### config.mk
export PLATFORM = sky130hd
export DESIGN_NAME = emap_row_sequencer
export DESIGN_NICKNAME = d
export VERILOG_FILES = /design/src/rtl/emap_row_sequencer.sv
export SDC_FILE = /design/constraint.sdc
export NUM_CORES = 1
export LEC_CHECK = 0
export CORE_MARGIN = 3
export CORE_UTILIZATION = 25
export DETAILED_ROUTE_END_ITERATION = 8
export PLACE_DENSITY_LB_ADDON = 0.12
export SETUP_SLACK_MARGIN = 0.1
export SYNTH_ARGS = -nofsm -noshare
export SYNTH_HDL_FRONTEND = slang
export SYNTH_SLANG_ARGS = --single-unit
### constraint.sdc
create_clock -name clk -period 3.4 [get_ports clk]
set_clock_uncertainty 0.1 [all_clocks]
set_input_delay 0.68 -clock clk [delete_from_list [all_inputs] [get_ports clk]]
set_output_delay 0.68 -clock clk [all_outputs]
set_load 0.005 [all_outputs]
### src/rtl/emap_row_sequencer.sv
// Row-level scheduler for the 8-wide gather unit: fetches one descriptor per
// row and walks the gather handshake once per chunk. Each chunk is handed to
// the multiply stage with valid/ready. Vector-memory writes are only let
// through while no pass is running.
module emap_row_sequencer #(
  parameter int NO_OF_UNITS = 8,
  parameter int ROW_WIDTH   = 16,
  parameter int NNZ_WIDTH   = 16,
  parameter int ADDR_WIDTH  = 32
) (
  input  logic                  clk,
  input  logic                  rst_n,
  input  logic                  start,
  input  logic [ROW_WIDTH-1:0]  num_rows,
  input  logic [ADDR_WIDTH-1:0] desc_base,
  output logic                  desc_req,
  output logic [ADDR_WIDTH-1:0] desc_addr,
  input  logic                  desc_valid,
  input  logic [NNZ_WIDTH-1:0]  desc_nnz,
  output logic                  read_preprocess,
  output logic [31:0]           no_of_multiples,
  input  logic                  you_can_read,
  output logic                  I_am_ready,
  output logic                  chunk_valid,
  input  logic                  chunk_ready,
  output logic                  chunk_last,
  output logic                  row_last,
  output logic [NNZ_WIDTH-1:0]  chunk_idx,
  input  logic                  wr_req,
  output logic                  write_enable,
  output logic                  busy,
  output logic                  done
);

  typedef enum logic [2:0] {
    IDLE, FETCH, ISSUE, WAIT_RD, SETTLE, PRESENT, ADVANCE, FIN
  } state_t;

  localparam logic [NNZ_WIDTH:0]   ROUND   = (NNZ_WIDTH+1)'(NO_OF_UNITS - 1);
  localparam logic [NNZ_WIDTH:0]   UNITS   = (NNZ_WIDTH+1)'(NO_OF_UNITS);
  localparam logic [NNZ_WIDTH-1:0] NNZ_ONE = NNZ_WIDTH'(1);
  localparam logic [ROW_WIDTH-1:0] ROW_ONE = ROW_WIDTH'(1);

  state_t                  state, state_nxt;
  logic                    start_pending;
  logic [ROW_WIDTH-1:0]    rows_q, row_idx;
  logic [ADDR_WIDTH-1:0]   base_q;
  logic [NNZ_WIDTH-1:0]    mult, chunk_idx_q, mult_nxt;
  logic [NNZ_WIDTH:0]      chunks_raw;
  logic                    busy_q;
  logic                    accept, more_chunks, more_rows;

  // Chunk count rounds up; carried one bit wider so nnz near max cannot wrap.
  // An empty row still needs one padded chunk.
  assign chunks_raw = ({1'b0, desc_nnz} + ROUND) / UNITS;
  assign mult_nxt   = (chunks_raw == '0) ? NNZ_ONE : chunks_raw[NNZ_WIDTH-1:0];

  // Writes win: a start (fresh or pending) is taken only on a write-free IDLE cycle.
  assign accept      = (state == IDLE) && (start || start_pending) && !wr_req;
  assign more_chunks = (chunk_idx_q != mult - NNZ_ONE);
  assign more_rows   = (row_idx != rows_q - ROW_ONE);

  assign desc_addr       = base_q + ADDR_WIDTH'(row_idx);
  assign no_of_multiples = 32'(mult);
  assign chunk_idx       = chunk_idx_q;
  assign busy            = busy_q;

  // State register.
  always_ff @(posedge clk or negedge rst_n) begin
    if (!rst_n) state <= IDLE;
    else        state <= state_nxt;
  end

  // Next-state logic.
  always_comb begin
    state_nxt = state;
    case (state)
      IDLE:    if (accept) state_nxt = (num_rows == '0) ? FIN : FETCH;
      FETCH:   if (desc_valid) state_nxt = ISSUE;
      ISSUE:   state_nxt = WAIT_RD;
      WAIT_RD: if (you_can_read) state_nxt = SETTLE;
      SETTLE:  state_nxt = PRESENT;
      PRESENT: if (chunk_ready) state_nxt = ADVANCE;
      ADVANCE: begin
        if (more_chunks)    state_nxt = WAIT_RD;
        else if (more_rows) state_nxt = FETCH;
        else                state_nxt = FIN;
      end
      FIN:     state_nxt = IDLE;
      default: state_nxt = IDLE;
    endcase
  end

  // Moore outputs, plus the IDLE-only write gate.
  always_comb begin
    desc_req        = (state == FETCH);
    read_preprocess = (state == ISSUE);
    I_am_ready      = (state == ADVANCE) && more_chunks;
    chunk_valid     = (state == PRESENT);
    chunk_last      = (state == PRESENT) && !more_chunks;
    row_last        = (state == PRESENT) && !more_rows;
    done            = (state == FIN);
    write_enable    = (state == IDLE) && wr_req;
  end

  // Pass bookkeeping: pending start, latched pass parameters, row/chunk counters.
  always_ff @(posedge clk or negedge rst_n) begin
    if (!rst_n) begin
      start_pending <= 1'b0;
      rows_q        <= '0;
      base_q        <= '0;
      row_idx       <= '0;
      mult          <= '0;
      chunk_idx_q   <= '0;
      busy_q        <= 1'b0;
    end else begin
      if (state == IDLE) begin
        if (accept)     start_pending <= 1'b0;
        else if (start) start_pending <= 1'b1;
      end
      if (accept) begin
        rows_q  <= num_rows;
        base_q  <= desc_base;
        row_idx <= '0;
        busy_q  <= 1'b1;
      end
      if (state == FETCH && desc_valid) begin
        mult        <= mult_nxt;
        chunk_idx_q <= '0;
      end
      if (state == ADVANCE) begin
        if (more_chunks)    chunk_idx_q <= chunk_idx_q + NNZ_ONE;
        else if (more_rows) row_idx     <= row_idx + ROW_ONE;
      end
      if (state == FIN) busy_q <= 1'b0;
    end
  end

endmodule

# Word level (Yosys, flattened, before mapping)

Index checks and enable logic that the tools add are counted.

Flip-flop bits (word level): 101
Latch bits: 0
RAM bits: 0
Memory bits (read-only): 0
Output and inout port bits: 89
Memories kept: 0

Add/sub/neg operators: 6
Multiply operators: 0
Divide/modulo/power cells: 0
Order comparisons: 0
Equal/unequal tests: 13
Shift-type cells: 0
Muxes and demuxes: 20
Bitwise logic cells: 0
Reduce and logical (&&, ||, !) cells: 18

Operators with widths:

| operator              | count |
|---|---|
| $mux 16               | 7 |
| $add 16x1->16 const B | 2 |
| $add 32x16->32        | 1 |
| $ne 16x16->1          | 2 |
| $sub 16x1->16 const B | 2 |
| $pmux 3 s8            | 1 |
| $mux 3                | 7 |
| $add 16x3->17 const B | 1 |
| $logic_not 17->1      | 1 |
| $logic_not 16->1      | 1 |
| $mux 14               | 1 |
| $eq 3x3->1 const B    | 4 |
| $logic_and 1x1->1     | 7 |
| $eq 3x2->1 const B    | 2 |
| $mux 1                | 4 |
| $ne 2x1->1 const B    | 2 |
| $ne 2x2->1 const B    | 2 |
| $reduce_and 4->1      | 1 |
| $reduce_bool 2->1     | 2 |
| $eq 3x1->1 const B    | 1 |
| $logic_not 1->1       | 3 |
| $logic_not 3->1       | 1 |
| $reduce_and 2->1      | 1 |
| $logic_or 1x1->1      | 1 |

# Longest topological paths before layout

Word-level depth: 7
Mapped depth: 12
Gate-level depth less buffers: 11

# Least setup slack after synthesis

OpenSTA, ideal clock, no wires.

Path type: reg2out
From: register rows_q[4]
To: output port row_last
Arrival time: 2.953 ns
Required time: 2.620 ns
Setup slack: -0.333 ns
Cell stages (with the launch flop): 8
Buffers on the path: 1
Cell sequence: dfrtp_1 > or4_4 > or3_1 > buf_2 > or4_4 > and2_1 > or4b_2 > nor4b_1

Cells in the longest elaborated chain, start to end: 4

Ends and longest elaborated chain:

| element                | line | source |
|---|---|---|
| start, declared        | 46   | `logic [ROW_WIDTH-1:0] rows_q, row_idx;` |
| start signal, assigned | 122  | `rows_q <= num_rows;` |
| $sub 16x1->16          | 61   | `assign more_rows = (row_idx != rows_q - ROW_ONE);` |
| $ne 16x16->1           | 61   |  |
| $logic_not 1->1        | 101  | `row_last = (state == PRESENT) && !more_rows;` |
| $logic_and 1x1->1      | 101  |  |
| end, declared          | 27   | `output logic row_last,` |

Every way passes these cells.

# Worst setup path in the final report

From: register rows_q[7]
To: output port row_last

The elaborated chain is that of the path after synthesis.

==> impl_metrics.env <==
export IMPL_slew_headroom_pct=63.20
export IMPL_cp_end_kind="output pin"
export IMPL_path_clk_slew_ps=70
export IMPL_antenna_left=0
export IMPL_drt_iter0_markers=245
export IMPL_multi_input_area_um2=4776
export IMPL_clock_root_buffer="clkbuf_16"
export IMPL_post_route_period_util_pct=116.5
export IMPL_final_cells=1483
export IMPL_grt_max_degree=70
export IMPL_nets=1229
export IMPL_area_growth_pct=59.60
export IMPL_period_needed_ps=3960
export IMPL_cp_startpoint="rows_q[7]"
export IMPL_crit_path_max_fanout=2
export IMPL_regArea_um2=2481
export IMPL_grt_pass1_wl_um=35450
export IMPL_synth_cell_type_count=66
export IMPL_rsz0062_at_grt="yes"
export IMPL_num_rows=60
export IMPL_rr_startpoint="mult[2]"
export IMPL_layout_drive_gt1_share_pct=29.77
export IMPL_cp_required_ps=2620
export IMPL_setup_tns_final_ps=-4446
export IMPL_core_area_um2=26950
export IMPL_crit_type="reg2out"
export IMPL_clockBufferDepth=2
export IMPL_io_buffers=141
export IMPL_powerDensity_nw_per_um2=742.3
export IMPL_synth_seq_area_share_pct=36.10
export IMPL_whs_ps=168.0
export IMPL_cts_tree="done"
export IMPL_synthArstFlopShare_pct=100.0
export IMPL_htreeDepth=3
export IMPL_cts_sinks=99
export IMPL_setup_violations=18
export IMPL_via_per_inst=4.504
export IMPL_dp_cells=1437
export IMPL_status="finished, violations left"
export IMPL_worst_slack_ps=-559.5
export IMPL_p_leak_nw=4.981
export IMPL_numCtsBuffers=9
export IMPL_wl_per_cell_um=14.96
export IMPL_cap_violations=0
export IMPL_ys_flop_type="dfrtp_1"
export IMPL_synth_seq_cells=99
export IMPL_drc_errors=0
export IMPL_synth_edf_count=0
export IMPL_synth_top_area_share_pct=36.10
export IMPL_die_h_um=171.7
export IMPL_grt_pass1_vias=6651
export IMPL_layout_commonest_cell="nand2_1"
export IMPL_cp_start_kind="register"
export IMPL_initial_utilization_pct=25.46
export IMPL_synth_area_top_cells="dfrtp_1, nand2_1, xnor2_1"
export IMPL_grt_overflow=0
export IMPL_syn_cell_area_um2=6863
export IMPL_mostFrequentLayoutCells="nand2_1, buf_4, clkdlybuf4s50_1"
export IMPL_ir_drop_uv=323.8
export IMPL_dp_hpwl_um=16800
export IMPL_boundaryPins=160
export IMPL_yosys_area_top_type="dfrtp_1"
export IMPL_num_vias=6679
export IMPL_tightest_slew_ps=550.0
export IMPL_fin_area_um2=10950
export IMPL_globalplace_congestion=0.7860
export IMPL_finalHoldViolations=0
export IMPL_placement_cell_area_um2=9718
export IMPL_grt_antenna_before_repair=0
export IMPL_dr_pass1_iters=5
export IMPL_critPathArrivalTime_ps=3180
export IMPL_hold_class="in2async"
export IMPL_yosysWarnings=0
export IMPL_syn_area_per_cell_um2=8.219
export IMPL_clkLatencyLatePin_ps=350
export IMPL_die_width_um=171.7
export IMPL_die_area_um2=29480
export IMPL_post_route_util_pct=40.64
export IMPL_report_final_slew_viol_count=0
export IMPL_syn_inst=835
export IMPL_wl_um=22190
export IMPL_filler_cell_count=2764
export IMPL_violations="negative setup slack"
export IMPL_grt_use_total_pct=15.07
export IMPL_num_antenna_cells=0
export IMPL_fmax_mhz=252.6
[final cells by class]
| cell class | instances | area share (%) |
|---|---|---|
| multi-input cells | 680 | 43.60 |
| repair buffers | 323 | 25.57 |
| flip-flops and latches | 99 | 22.65 |
| well taps | 341 | 3.895 |
| clock buffers | 12 | 2.342 |
| clock inverters | 4 | 1.097 |
| inverters | 24 | 0.8453 |
[synthesized netlist by cell type (all sizes together), types with 4 or more instances]
library cell	instances
o21ai	39
o22ai	4
dfrtp	99
mux2i	21
or4	6
nor4b	5
a31oi	6
nor3b	4
nor4	18
clkbuf	26
xor2	30
nand3	23
or3	7
o311ai	4
nor2	44
nor3	24
nand2b	5
o31ai	12
o211ai	7
nand3b	4
buf	23
xnor2	52
or2	6
a21o	4
ha	20
nand2	216
and3	20
and2	6
nand4	11
inv	24
nor2b	7
a21oi	20
[what timing repair did]
item	4_1_cts	5_1_grt
endpoints found under the hold margin	0	0
endpoints found under the setup margin	44	46
hold buffers	0	0
resized for setup	200	66
pin swaps	44	52
cloned	0	0
buffers inserted	25	11
[power by group]
group          leakage [nW]  total (W)  internal [W]  switching (W)
sequential             1.27    0.00204       0.00162       0.000414
combinational          3.53    0.00478       0.00256        0.00222
clock                 0.183    0.00131      0.000835       0.000476
total                  4.98    0.00813       0.00502        0.00311
[worst max-delay path, stage by stage (launching register included)]
cell and delay, ps:
dfrtp_1 380, or4_4 530, or3_4 340, or4_4 520
and2_4 150, or4b_4 490, nor4b_4 260, buf_2 160
[worst paths after layout]
check / to / slack [ps] / cells after the start
min in group clk: base_q[2] / 380 / 2
worst max-delay path: row_last / -560 / 7
worst max register to register: row_idx[15] / 160 / 10
worst min-delay path: base_q[10] / 170 / 1
worst min register to register: base_q[2] / 380 / 2
max in group asynchronous: mult[4] / 2280 / 2
[flip-flops by register name (all words and copies together) (netlist names)]
| name | flops |
|---|---|
| base_q | 32 |
| busy | 1 |
| chunk_idx | 16 |
| mult | 14 |
| row_idx | 16 |
| rows_q | 16 |
| start_pending | 1 |
| state | 3 |
[metal layers]
layer | up-vias | wire (um) | global-route usage [%] | part of all wire (%)
met1 | 3091 | 10900 | 20.95 | 49
met2 | 96 | 10270 | 24.48 | 46
met4 | 0 | 263 | 4.059 | 1.2
met3 | 14 | 756 | 2.275 | 3.4
li1 | 3478 | - | - | -
met5 | - | 0 | 0 | 0
[through the flow]
step / total power (W) / setup WS (ps)
global route: 0.008799 / -678.3
global placement: 0.006335 / -692.4
CTS: 0.007994 / -617.2
detailed placement: 0.006353 / -698.0
finish: 0.008130 / -559.5
floorplan: 0.004075 / -138.6
[cell families (layout without fill, tap and decap cells)]
logic type      Yosys count  after routing  share of synthesized area (%)
buf+inv                  73            363                          5.214
compound gates          122            122                          11.65
simple gates            416            416                          29.52
other cells               1             18                        0.05464
flops                    99             99                          36.10
xor+xnor                 82             82                          10.46
mux                      21             21                          3.063
fa+ha+maj                21             21                          3.938
No activity file was read; power rests on OpenSTA's default activity.
